### src/rtl/div_pkg.sv
// Shared types and op decode helpers for the iterative RV32M divider.
package div_pkg;

   typedef enum logic [1:0] {
      DIV  = 2'b00,
      DIVU = 2'b01,
      REM  = 2'b10,
      REMU = 2'b11
   } div_op_t;

   typedef enum logic [1:0] {
      IDLE = 2'b00,
      CALC = 2'b01,
      DONE = 2'b10
   } div_state_t;

   function automatic logic is_signed(input div_op_t op);
      return ~op[0];
   endfunction

   function automatic logic is_rem(input div_op_t op);
      return op[1];
   endfunction

endpackage

### src/rtl/div_step.sv
// One combinational restoring-division iteration: shift in the next dividend bit, subtract if it fits.
module div_step #(
   parameter int XLEN = 32
) (
   input  logic [XLEN:0]   i_rem,
   input  logic [XLEN-1:0] i_q,
   input  logic [XLEN-1:0] i_divisor,
   output logic [XLEN:0]   o_rem,
   output logic [XLEN-1:0] o_q
);

   logic [XLEN:0] w_shift;
   logic [XLEN:0] w_diff;
   logic          w_ge;

   assign w_shift = {i_rem[XLEN-1:0], i_q[XLEN-1]};
   // A set top bit means the shifted value is at least 2^XLEN, which always exceeds the divisor.
   assign w_ge    = i_rem[XLEN] | (w_shift >= {1'b0, i_divisor});
   assign w_diff  = w_shift - {1'b0, i_divisor};
   assign o_rem   = w_ge ? w_diff : w_shift;
   assign o_q     = {i_q[XLEN-2:0], w_ge};

endmodule

### src/rtl/div_unit.sv
// EX-stage radix-2 restoring divider for DIV/DIVU/REM/REMU with pipeline stall/hold/flush handshake.
// Optional last-result cache enabled by defining DIV_RESULT_CACHE_EN.
module div_unit
   import div_pkg::*;
#(
   parameter int XLEN = 32
) (
   input  logic            i_clk,
   input  logic            i_rst_n,
   input  logic            i_start,
   input  logic [1:0]      i_op,
   input  logic [XLEN-1:0] i_dividend,
   input  logic [XLEN-1:0] i_divisor,
   input  logic            i_hold,
   input  logic            i_flush,
   output logic            o_stall,
   output logic [XLEN-1:0] o_result,
   output logic            o_valid
);

   localparam int CNT_W = $clog2(XLEN + 1);
   localparam logic [XLEN-1:0] MIN_VAL = {1'b1, {(XLEN-1){1'b0}}};

   div_state_t      r_state;
   logic [CNT_W-1:0] r_cnt;
   logic [XLEN:0]   r_rem;
   logic [XLEN-1:0] r_q;
   logic [XLEN-1:0] r_divisor;
   logic            r_neg_q;
   logic            r_neg_r;
   logic            r_is_rem;
   logic [XLEN-1:0] r_result;

   div_op_t         w_op;
   logic            w_signed;
   logic            w_a_neg;
   logic            w_b_neg;
   logic [XLEN-1:0] w_abs_a;
   logic [XLEN-1:0] w_abs_b;
   logic            w_div_zero;
   logic            w_ovf;
   logic [XLEN-1:0] w_spec_res;
   logic [XLEN:0]   w_rem_nx;
   logic [XLEN-1:0] w_q_nx;
   logic [XLEN-1:0] w_q_fin;
   logic [XLEN-1:0] w_r_fin;
   logic            w_last;
   logic            w_hit;
   logic [XLEN-1:0] w_hit_res;

   assign w_op       = div_op_t'(i_op);
   assign w_signed   = is_signed(w_op);
   assign w_a_neg    = w_signed & i_dividend[XLEN-1];
   assign w_b_neg    = w_signed & i_divisor[XLEN-1];
   assign w_abs_a    = w_a_neg ? (~i_dividend + 1'b1) : i_dividend;
   assign w_abs_b    = w_b_neg ? (~i_divisor + 1'b1) : i_divisor;
   assign w_div_zero = (i_divisor == '0);
   assign w_ovf      = w_signed && (i_dividend == MIN_VAL) && (i_divisor == '1);
   // Divide-by-zero and MIN/-1 bypass the iteration with their architecturally defined results.
   assign w_spec_res = w_div_zero ? (is_rem(w_op) ? i_dividend : '1)
                                  : (is_rem(w_op) ? '0 : i_dividend);

   div_step #(.XLEN(XLEN)) u_step (
      .i_rem     (r_rem),
      .i_q       (r_q),
      .i_divisor (r_divisor),
      .o_rem     (w_rem_nx),
      .o_q       (w_q_nx)
   );

   assign w_q_fin = r_neg_q ? (~w_q_nx + 1'b1) : w_q_nx;
   assign w_r_fin = r_neg_r ? (~w_rem_nx[XLEN-1:0] + 1'b1) : w_rem_nx[XLEN-1:0];
   assign w_last  = (r_state == CALC) && (r_cnt == CNT_W'(1));

`ifdef DIV_RESULT_CACHE_EN
   logic            r_c_valid;
   logic [XLEN-1:0] r_c_a;
   logic [XLEN-1:0] r_c_b;
   logic            r_c_signed;
   logic [XLEN-1:0] r_c_q;
   logic [XLEN-1:0] r_c_r;
   logic [XLEN-1:0] r_p_a;
   logic [XLEN-1:0] r_p_b;
   logic            r_p_signed;

   assign w_hit     = r_c_valid && (r_c_a == i_dividend) && (r_c_b == i_divisor) &&
                      (r_c_signed == w_signed);
   assign w_hit_res = is_rem(w_op) ? r_c_r : r_c_q;

   // Tags are captured at start and committed only when an iteration runs to completion.
   always_ff @(posedge i_clk or negedge i_rst_n) begin
      if (!i_rst_n) begin
         r_c_valid  <= 1'b0;
         r_c_a      <= '0;
         r_c_b      <= '0;
         r_c_signed <= 1'b0;
         r_c_q      <= '0;
         r_c_r      <= '0;
         r_p_a      <= '0;
         r_p_b      <= '0;
         r_p_signed <= 1'b0;
      end else if (!i_flush) begin
         if (r_state == IDLE && i_start) begin
            r_p_a      <= i_dividend;
            r_p_b      <= i_divisor;
            r_p_signed <= w_signed;
         end
         if (w_last) begin
            r_c_valid  <= 1'b1;
            r_c_a      <= r_p_a;
            r_c_b      <= r_p_b;
            r_c_signed <= r_p_signed;
            r_c_q      <= w_q_fin;
            r_c_r      <= w_r_fin;
         end
      end
   end
`else
   assign w_hit     = 1'b0;
   assign w_hit_res = '0;
`endif

   always_ff @(posedge i_clk or negedge i_rst_n) begin
      if (!i_rst_n) begin
         r_state   <= IDLE;
         r_cnt     <= '0;
         r_rem     <= '0;
         r_q       <= '0;
         r_divisor <= '0;
         r_neg_q   <= 1'b0;
         r_neg_r   <= 1'b0;
         r_is_rem  <= 1'b0;
         r_result  <= '0;
      end else if (i_flush) begin
         r_state <= IDLE;
      end else begin
         case (r_state)
            IDLE: begin
               if (i_start) begin
                  r_is_rem <= is_rem(w_op);
                  if (w_div_zero || w_ovf) begin
                     r_result <= w_spec_res;
                     r_state  <= DONE;
                  end else if (w_hit) begin
                     r_result <= w_hit_res;
                     r_state  <= DONE;
                  end else begin
                     r_rem     <= '0;
                     r_q       <= w_abs_a;
                     r_divisor <= w_abs_b;
                     r_neg_q   <= w_a_neg ^ w_b_neg;
                     r_neg_r   <= w_a_neg;
                     r_cnt     <= CNT_W'(XLEN);
                     r_state   <= CALC;
                  end
               end
            end
            CALC: begin
               r_rem <= w_rem_nx;
               r_q   <= w_q_nx;
               r_cnt <= r_cnt - 1'b1;
               if (w_last) begin
                  r_result <= r_is_rem ? w_r_fin : w_q_fin;
                  r_state  <= DONE;
               end
            end
            DONE: begin
               // The instruction stays in EX while held, so i_start must not relaunch it.
               if (!i_hold) r_state <= IDLE;
            end
            default: r_state <= IDLE;
         endcase
      end
   end

   assign o_stall  = ((r_state == IDLE) && i_start) || (r_state == CALC);
   assign o_valid  = (r_state == DONE);
   assign o_result = r_result;

endmodule
### config.mk
export PLATFORM = sky130hd
export DESIGN_NAME = div_unit
export DESIGN_NICKNAME = d
export VERILOG_FILES = /design/src/rtl/div_pkg.sv /design/src/rtl/div_step.sv /design/src/rtl/div_unit.sv
export SDC_FILE = /design/constraint.sdc
export NUM_CORES = 1
export LEC_CHECK = 0
export CAP_MARGIN = 5
export CORE_ASPECT_RATIO = 1.2
export CORE_MARGIN = 4
export CORE_UTILIZATION = 38
export CTS_CLUSTER_DIAMETER = 50
export DETAILED_ROUTE_END_ITERATION = 10
export MAX_ROUTING_LAYER = met4
export SETUP_SLACK_MARGIN = 0.5
export SLEW_MARGIN = 40
export SYNTH_ARGS = -nofsm -noshare
export SYNTH_HDL_FRONTEND = slang
export SYNTH_SLANG_ARGS = --single-unit
### constraint.sdc
create_clock -name i_clk -period 5.15 [get_ports i_clk]
set_clock_uncertainty 0.05 [all_clocks]
set_input_delay 1.545 -clock i_clk [delete_from_list [all_inputs] [get_ports i_clk]]
set_output_delay 1.545 -clock i_clk [all_outputs]
set_load 0.01 [all_outputs]
# Word-level counts from Yosys, hierarchy flattened
# Cells that the tools add are included.
[op_classes]
bitwise = 11
magnitude_cmp = 1
mux = 28
n_addsub = 6
eq_ne = 12
reduce_logical = 14
[ops]
columns = ["operator", "n"]
rows = [
  ["$mux W32", 13],
  ["$add A32 B1 Y32 const B", 4],
  ["$not A32 Y32", 4],
  ["$pmux W32 S2", 2],
  ["$mux W33", 3],
  ["$pmux W33 S2", 1],
  ["$eq A32 B32 Y1 const B", 2],
  ["$ge A33 B32 Y1", 1],
  ["$sub A33 B32 Y33", 1],
  ["$logic_not A32 Y1", 1],
  ["$mux W6", 2],
  ["$pmux W6 S2", 1],
  ["$mux W2", 5],
  ["$ne A3 B3 Y1 const B", 3],
  ["$ne A2 B2 Y1 const B", 4],
  ["$reduce_and A4 Y1", 2],
  ["$eq A6 B1 Y1 const B", 1],
  ["$pmux W2 S3", 1],
  ["$reduce_and A3 Y1", 2],
  ["$sub A6 B1 Y6 const B", 1],
  ["$reduce_and A5 Y1", 1],
  ["$logic_and A1 B1 Y1", 4],
  ["$not A1 Y1", 3],
  ["$and A1 B1 Y1", 2],
  ["other kinds (7)", 8],
]
[word_totals]
wordCells = 81
register_bits = 140
output_inout_bits = 34

# Logic depth before layout (Yosys ltp)
[depth]
depth_word = 9
depth_mapped = 24
depth_no_buf = 19

# Cells and area by module
# From an unflattened synthesis, not the netlist that was laid out.
[unflattened]
cells_unflattened = 1395
hier_area_um2 = 11664.9
[modules_own_cells]
columns = ["module", "instances", "seq_area_each_um2", "area_per_inst_um2", "cells_each"]
rows = [
  ["div_unit", 1, 3503.4, 9175.0, 1027],
  ["div_step", 1, 0.0, 2489.9, 368],
]

# Least setup slack after synthesis
# No wires, ideal clock.
[synth_timing]
path_type = "register to register"
start = "register r_rem[13]"
end = "register r_result[10] (netlist: o_result[10])"
path_buffers = 5
setup_time_ns = 0.131
synth_period_minus_slack_ns = 4.777
arrival_time_ns = 4.596
setup_slack_ns = 0.373
stages_incl_launch_ff = 23
path_cell_list = "dfrtp_1 ha_1 buf_2 nand4_1 nor3_2 o211a_1 o211a_2 or2_4 buf_2 buf_2 buf_2 clkbuf_1 nand2_1 o21ai_0 ha_1 and2_1 nand4_1 or4b_2 nand3_1 xnor2_1 a21oi_1 a21oi_1 o21ai_1"
[synth_via]
elab_chain_len = 9
elab_cells_between_ends = 12
cone_classes = "2 x add/sub; 1 x order compare; 6 x mux; 3 x bitwise"
[synth_lines]
columns = ["element", "line_no", "rtl"]
rows = [
  ["start: declaration", "div_unit.sv:26", "logic [XLEN:0] r_rem;"],
  ["start signal: assignment", "div_unit.sv:159", "r_rem <= w_rem_nx;"],
  ["$ge A33 B32 Y1 (*)", "div_step.sv:18", "assign w_ge = i_rem[XLEN] | (w_shift >= {1'b0, i_divisor});"],
  ["$or A1 B1 Y1 (*)", "div_step.sv:18", ""],
  ["$mux W33", "div_step.sv:20", "assign o_rem = w_ge ? w_diff : w_shift;"],
  ["$not A32 Y32", "div_unit.sv:72", "assign w_r_fin = r_neg_r ? (~w_rem_nx[XLEN-1:0] + 1'b1) : w_rem_nx[XLEN-1:0];"],
  ["$add A32 B1 Y32", "div_unit.sv:72", ""],
  ["$mux W32", "div_unit.sv:72", ""],
  ["$mux W32 (*)", "div_unit.sv:163", "r_result <= r_is_rem ? w_r_fin : w_q_fin;"],
  ["$mux W32 (*)", "div_unit.sv:162", "if (w_last) begin"],
  ["$pmux W32 S2 (*)", "div_unit.sv:137", "case (r_state)"],
  ["end signal: assignment", "div_unit.sv:142", "r_result <= w_spec_res;"],
  ["end signal: assignment", "div_unit.sv:145", "r_result <= w_hit_res;"],
  ["end signal: assignment", "div_unit.sv:163", ""],
  ["end: declaration", "div_unit.sv:32", "logic [XLEN-1:0] r_result;"],
]
# Mark *: on every way between the ends. The rest lies on a longest branch, timed or not. The select of a mux whose other input is x is not followed.
# A chain may end at the register's enable or synchronous reset.

# Worst setup path in the final report
[layout_timing]
start = "register r_rem[19]"
end = "register r_result[23] (netlist: o_result[23])"
[layout_via]
elab_chain_len = 9
elab_cells_between_ends = 13
cone_classes = "3 x add/sub; 1 x order compare; 6 x mux; 3 x bitwise"
[layout_lines]
columns = ["element", "line_no"]
rows = [
  ["$ge A33 B32 Y1", "div_step.sv:18"],
  ["$or A1 B1 Y1", "div_step.sv:18"],
  ["$mux W33", "div_step.sv:20"],
  ["$not A32 Y32", "div_unit.sv:72"],
  ["$add A32 B1 Y32", "div_unit.sv:72"],
  ["$mux W32", "div_unit.sv:72"],
  ["$mux W32 (*)", "div_unit.sv:163"],
  ["$mux W32 (*)", "div_unit.sv:162"],
  ["$pmux W32 S2 (*)", "div_unit.sv:137"],
]
# Marked as above.

==> results.tsv <==
stage	metric	value	unit
floorplan	core.rowCount	70	
floorplan	die_x	168	um
floorplan	pin_count	105	
cells_and_area	area_growth	22.6	%
logic_synthesis	synthesis.area	0.0117	mm2
power_and_ir_drop	peakVddDrop	0.250	mV
detailed_routing	wl_per_cell	18.2	um
timing	setup_slack	0.636	ns
cts	clkTransAtPathRegs	0.07	ns
timing	worst_pin_slew	0.793	ns
logic_synthesis	yosysUniqueCellTypes	87	
logic_synthesis	synth_common_cells	nand2_1, a21oi_1, o21ai_0	
timing	tns	0	ns
hold_path	hold_path.class	flip-flop to flip-flop	
logic_synthesis	syn_nets	1649	
floorplan	die_h	201	um
logic_synthesis	synth-async-reset-ratio	100	%
setup_path	worst-path-max-fanout	23	
logic_synthesis	ys_seq_area_share	29.8	%
logic_synthesis	syn_inst	1538	
timing	holdWs	0.425	ns
logic_synthesis	synth_top_area_cell	dfrtp_1	
detailed_routing	drcViolationCount	0	
global_route	grt_pass1_vias	11300	
logic_synthesis	postSynthAreaPerCell	7.63	um2
setup_path	worstSetupEndpointType	flip-flop	
detailed_routing	drt_iter0_drc	806	
cts	clock_latency	0.44	ns
detailed_routing	via_per_inst	5.65	
cells_and_area	instances_no_fill	2047	
run_status	status	finished, final reports clean	
cts	cts.htree.levels	4	
logic_synthesis	yosysMostFrequentCell	nand2_1	
floorplan	initial_core_util	38.5	%
power_and_ir_drop	p_int	2.96	mW
timing	relSlewSlack	47.0	%
floorplan	dieArea	0.0338	mm2
timing	min_period	4.51	ns
global_route	grt_max_degree	96	
placed_design	dpl.hpwl	28100	um
power_and_ir_drop	powerDensity	341	mW/mm2
cells_and_area	drive_gt1_share	11.8	%
detailed_routing	finalWirelength	37200	um
global_route	grt_usage	22.5	%
logic_synthesis	ys_warn_count	0	
timing	finalCritPeriodShare	87.7	%
setup_path	cp.required	5.41	ns
placed_design	portBuffers	104	
cells_and_area	fillers	3061	
global_route	grt_pass1_wl	60700	um
logic_synthesis	synth_edf_count	0	
power_and_ir_drop	p_comb_share	42.3	%
power_and_ir_drop	clkPwrFrac	24.7	%
setup_path	worst-setup-path-type	flip-flop to flip-flop	
logic_synthesis	synthTopCellsByArea	dfrtp_1, a21oi_1, o21ai_0	
power_and_ir_drop	totalPowerFinal	4.91	mW
global_route	grt_antenna_before_repair	0	
logic_synthesis	synth_top_area_share	29.8	%
placed_design	pre_cts_slack	0.0689	ns
cts	root_buffer	clkbuf_16	
global_route	gr-total-overflow	0	
power_and_ir_drop	power.leakage	5.78	nW
detailed_routing	vias	11600	
timing	finalHoldViolations	0	
cells_and_area	final_nets	1749	
placed_design	dp.cells	2005	
floorplan	design.core.area	0.0305	mm2
timing	grt_setup_unrepaired	yes	
cts	cts_buffers	17	
timing	fmax	222	MHz
power_and_ir_drop	p_sw_share	39.6	%
cts	clkSinkCount	140	
setup_path	critPathArrivalTime	4.77	ns
cells_and_area	antenna_cells	0	
run	cap_violations	0	
power_and_ir_drop	p_switching	1.95	mW
setup_path	cp-start-kind	flip-flop	
logic_synthesis	ys.flop_type	dfrtp_1	
cts	cts_tree	done	
timing	slew_viol_final	0	
placed_design	gp_congestion	0.911	
timing	finalSetupViolCount	0	
detailed_routing	antenna_left	0	
power_and_ir_drop	pwr-share-seq	33.0	%
logic_synthesis	ys_ff_latch	140	
cts	cts_buffer_depth	2	
detailed_routing	dr.pass1.iters	5	
layout make-up:
type	instances	area, um2	share of cell area, %
clock buffers	19	443	3.08
multi-input cells	1245	7940	55.1
repair buffers	175	1660	11.5
inverters	59	226	1.57
flip-flops and latches	140	3510	24.4
well taps	396	495	3.44
clock inverters	13	118	0.817
sequential cells by signal, indices dropped and copies added (netlist names):
| signal | flops |
|---|---|
| r_rem | 33 |
| o_result | 32 |
| r_divisor | 32 |
| r_q | 32 |
| r_cnt | 6 |
| r_state | 2 |
| r_is_rem | 1 |
| r_neg_q | 1 |
| r_neg_r | 1 |
final timing paths:
check / start / to / slack (ns) / depth (start not counted)
max: r_rem[19] / o_result[23] / 0.64 / 16
min: o_result[13] / o_result[13] / 0.42 / 2
max reg2reg: r_rem[19] / o_result[23] / 0.64 / 16
min reg2reg: o_result[13] / o_result[13] / 0.42 / 2
max in group asynchronous: i_rst_n / r_neg_q / 3.39 / 2
min in group asynchronous: i_rst_n / r_q[4] / 0.95 / 1
cell families after synthesis:
kind of cell / Yosys count / share of synthesized area (%)
DFF: 140 / 29.8
xor gates and xnor gates: 131 / 9.77
and+or+nand+nor: 526 / 21.3
AOI/OAI and AO/OA: 525 / 27.6
muxes: 23 / 2.00
adders and majority gates: 40 / 4.33
buffers and inverters: 153 / 5.23
through the flow:
| step | instance area (um2) | utilization (%) |
|---|---|---|
| detailed placement | 13400 | 44.1 |
| finish | 14400 | 47.2 |
| CTS | 14200 | 46.6 |
| global route | 14400 | 47.2 |
| floorplan | 11800 | - |
| global placement | 13400 | 44.0 |
cells in the final DEF (no fill, tap or decap), types with 6 or more instances in the layout:
cell             instances
or4_1                   11
and3_1                  11
a21o_1                  13
a211oi_1                23
nor2b_1                  9
ha_1                    20
o41ai_1                  6
buf_4                   65
ha_2                    11
xnor2_1                 64
or3_1                   25
o21ai_1                 21
dfrtp_1                134
nor4_1                  11
a221oi_1                 6
nand2b_1                12
nand3_1                 27
mux2i_1                 18
ha_4                     8
nand2_1                191
o21a_1                   6
nor2_1                 134
o31ai_1                 28
and2_1                  10
a21oi_1                159
nand4_1                 17
a21oi_2                  6
nor3_1                  30
clkbuf_16               17
o21ai_0                152
a31oi_1                 14
clkdlybuf4s50_1        103
inv_1                   57
o211ai_1                20
xor2_1                  63
what timing repair did:
| item | in CTS | in global routing |
|---|---|---|
| setup buffers | 5 | 4 |
| hold buffers | 0 | 0 |
| gates resized for setup | 39 | 25 |
| pin swaps | 9 | 12 |
| setup endpoints to repair | 12 | 25 |
critical path, stage by stage (launching register included):
cell and delay [ns]:
dfrtp_2 0.47, ha_4 0.31, a21oi_2 0.17, o21ai_1 0.14, a221o_1 0.36, a211o_1 0.34, or2_4 0.32, inv_6 0.10
buf_4 0.22, buf_4 0.30, a21oi_1 0.10, a21oi_2 0.39, nor3_4 0.09, buf_12 0.15, and2_2 0.21, o311ai_1 0.53
o31ai_1 0.11
power by group through the flow:
stage	Combinational, mW	Clock, mW	Sequential [mW]
after floorplan	1.27	0	1.57
after global placement	1.93	0	1.63
after detailed placement	1.95	0	1.63
after CTS	2.01	1.23	1.62
after global routing	2.30	1.28	1.66
final	2.08	1.21	1.62
metal layers:
| layer | vias to the layer above | routed length (um) | track usage [%] |
|---|---|---|---|
| li1 | 5705 | - | - |
| met1 | 5510 | 17400 | 30.1 |
| met2 | 301 | 17400 | 35.9 |
| met3 | 42 | 1810 | 3.29 |
| met4 | 0 | 612 | 5.42 |
| met5 | - | 0 | - |
(Power assumes the default switching activity.)
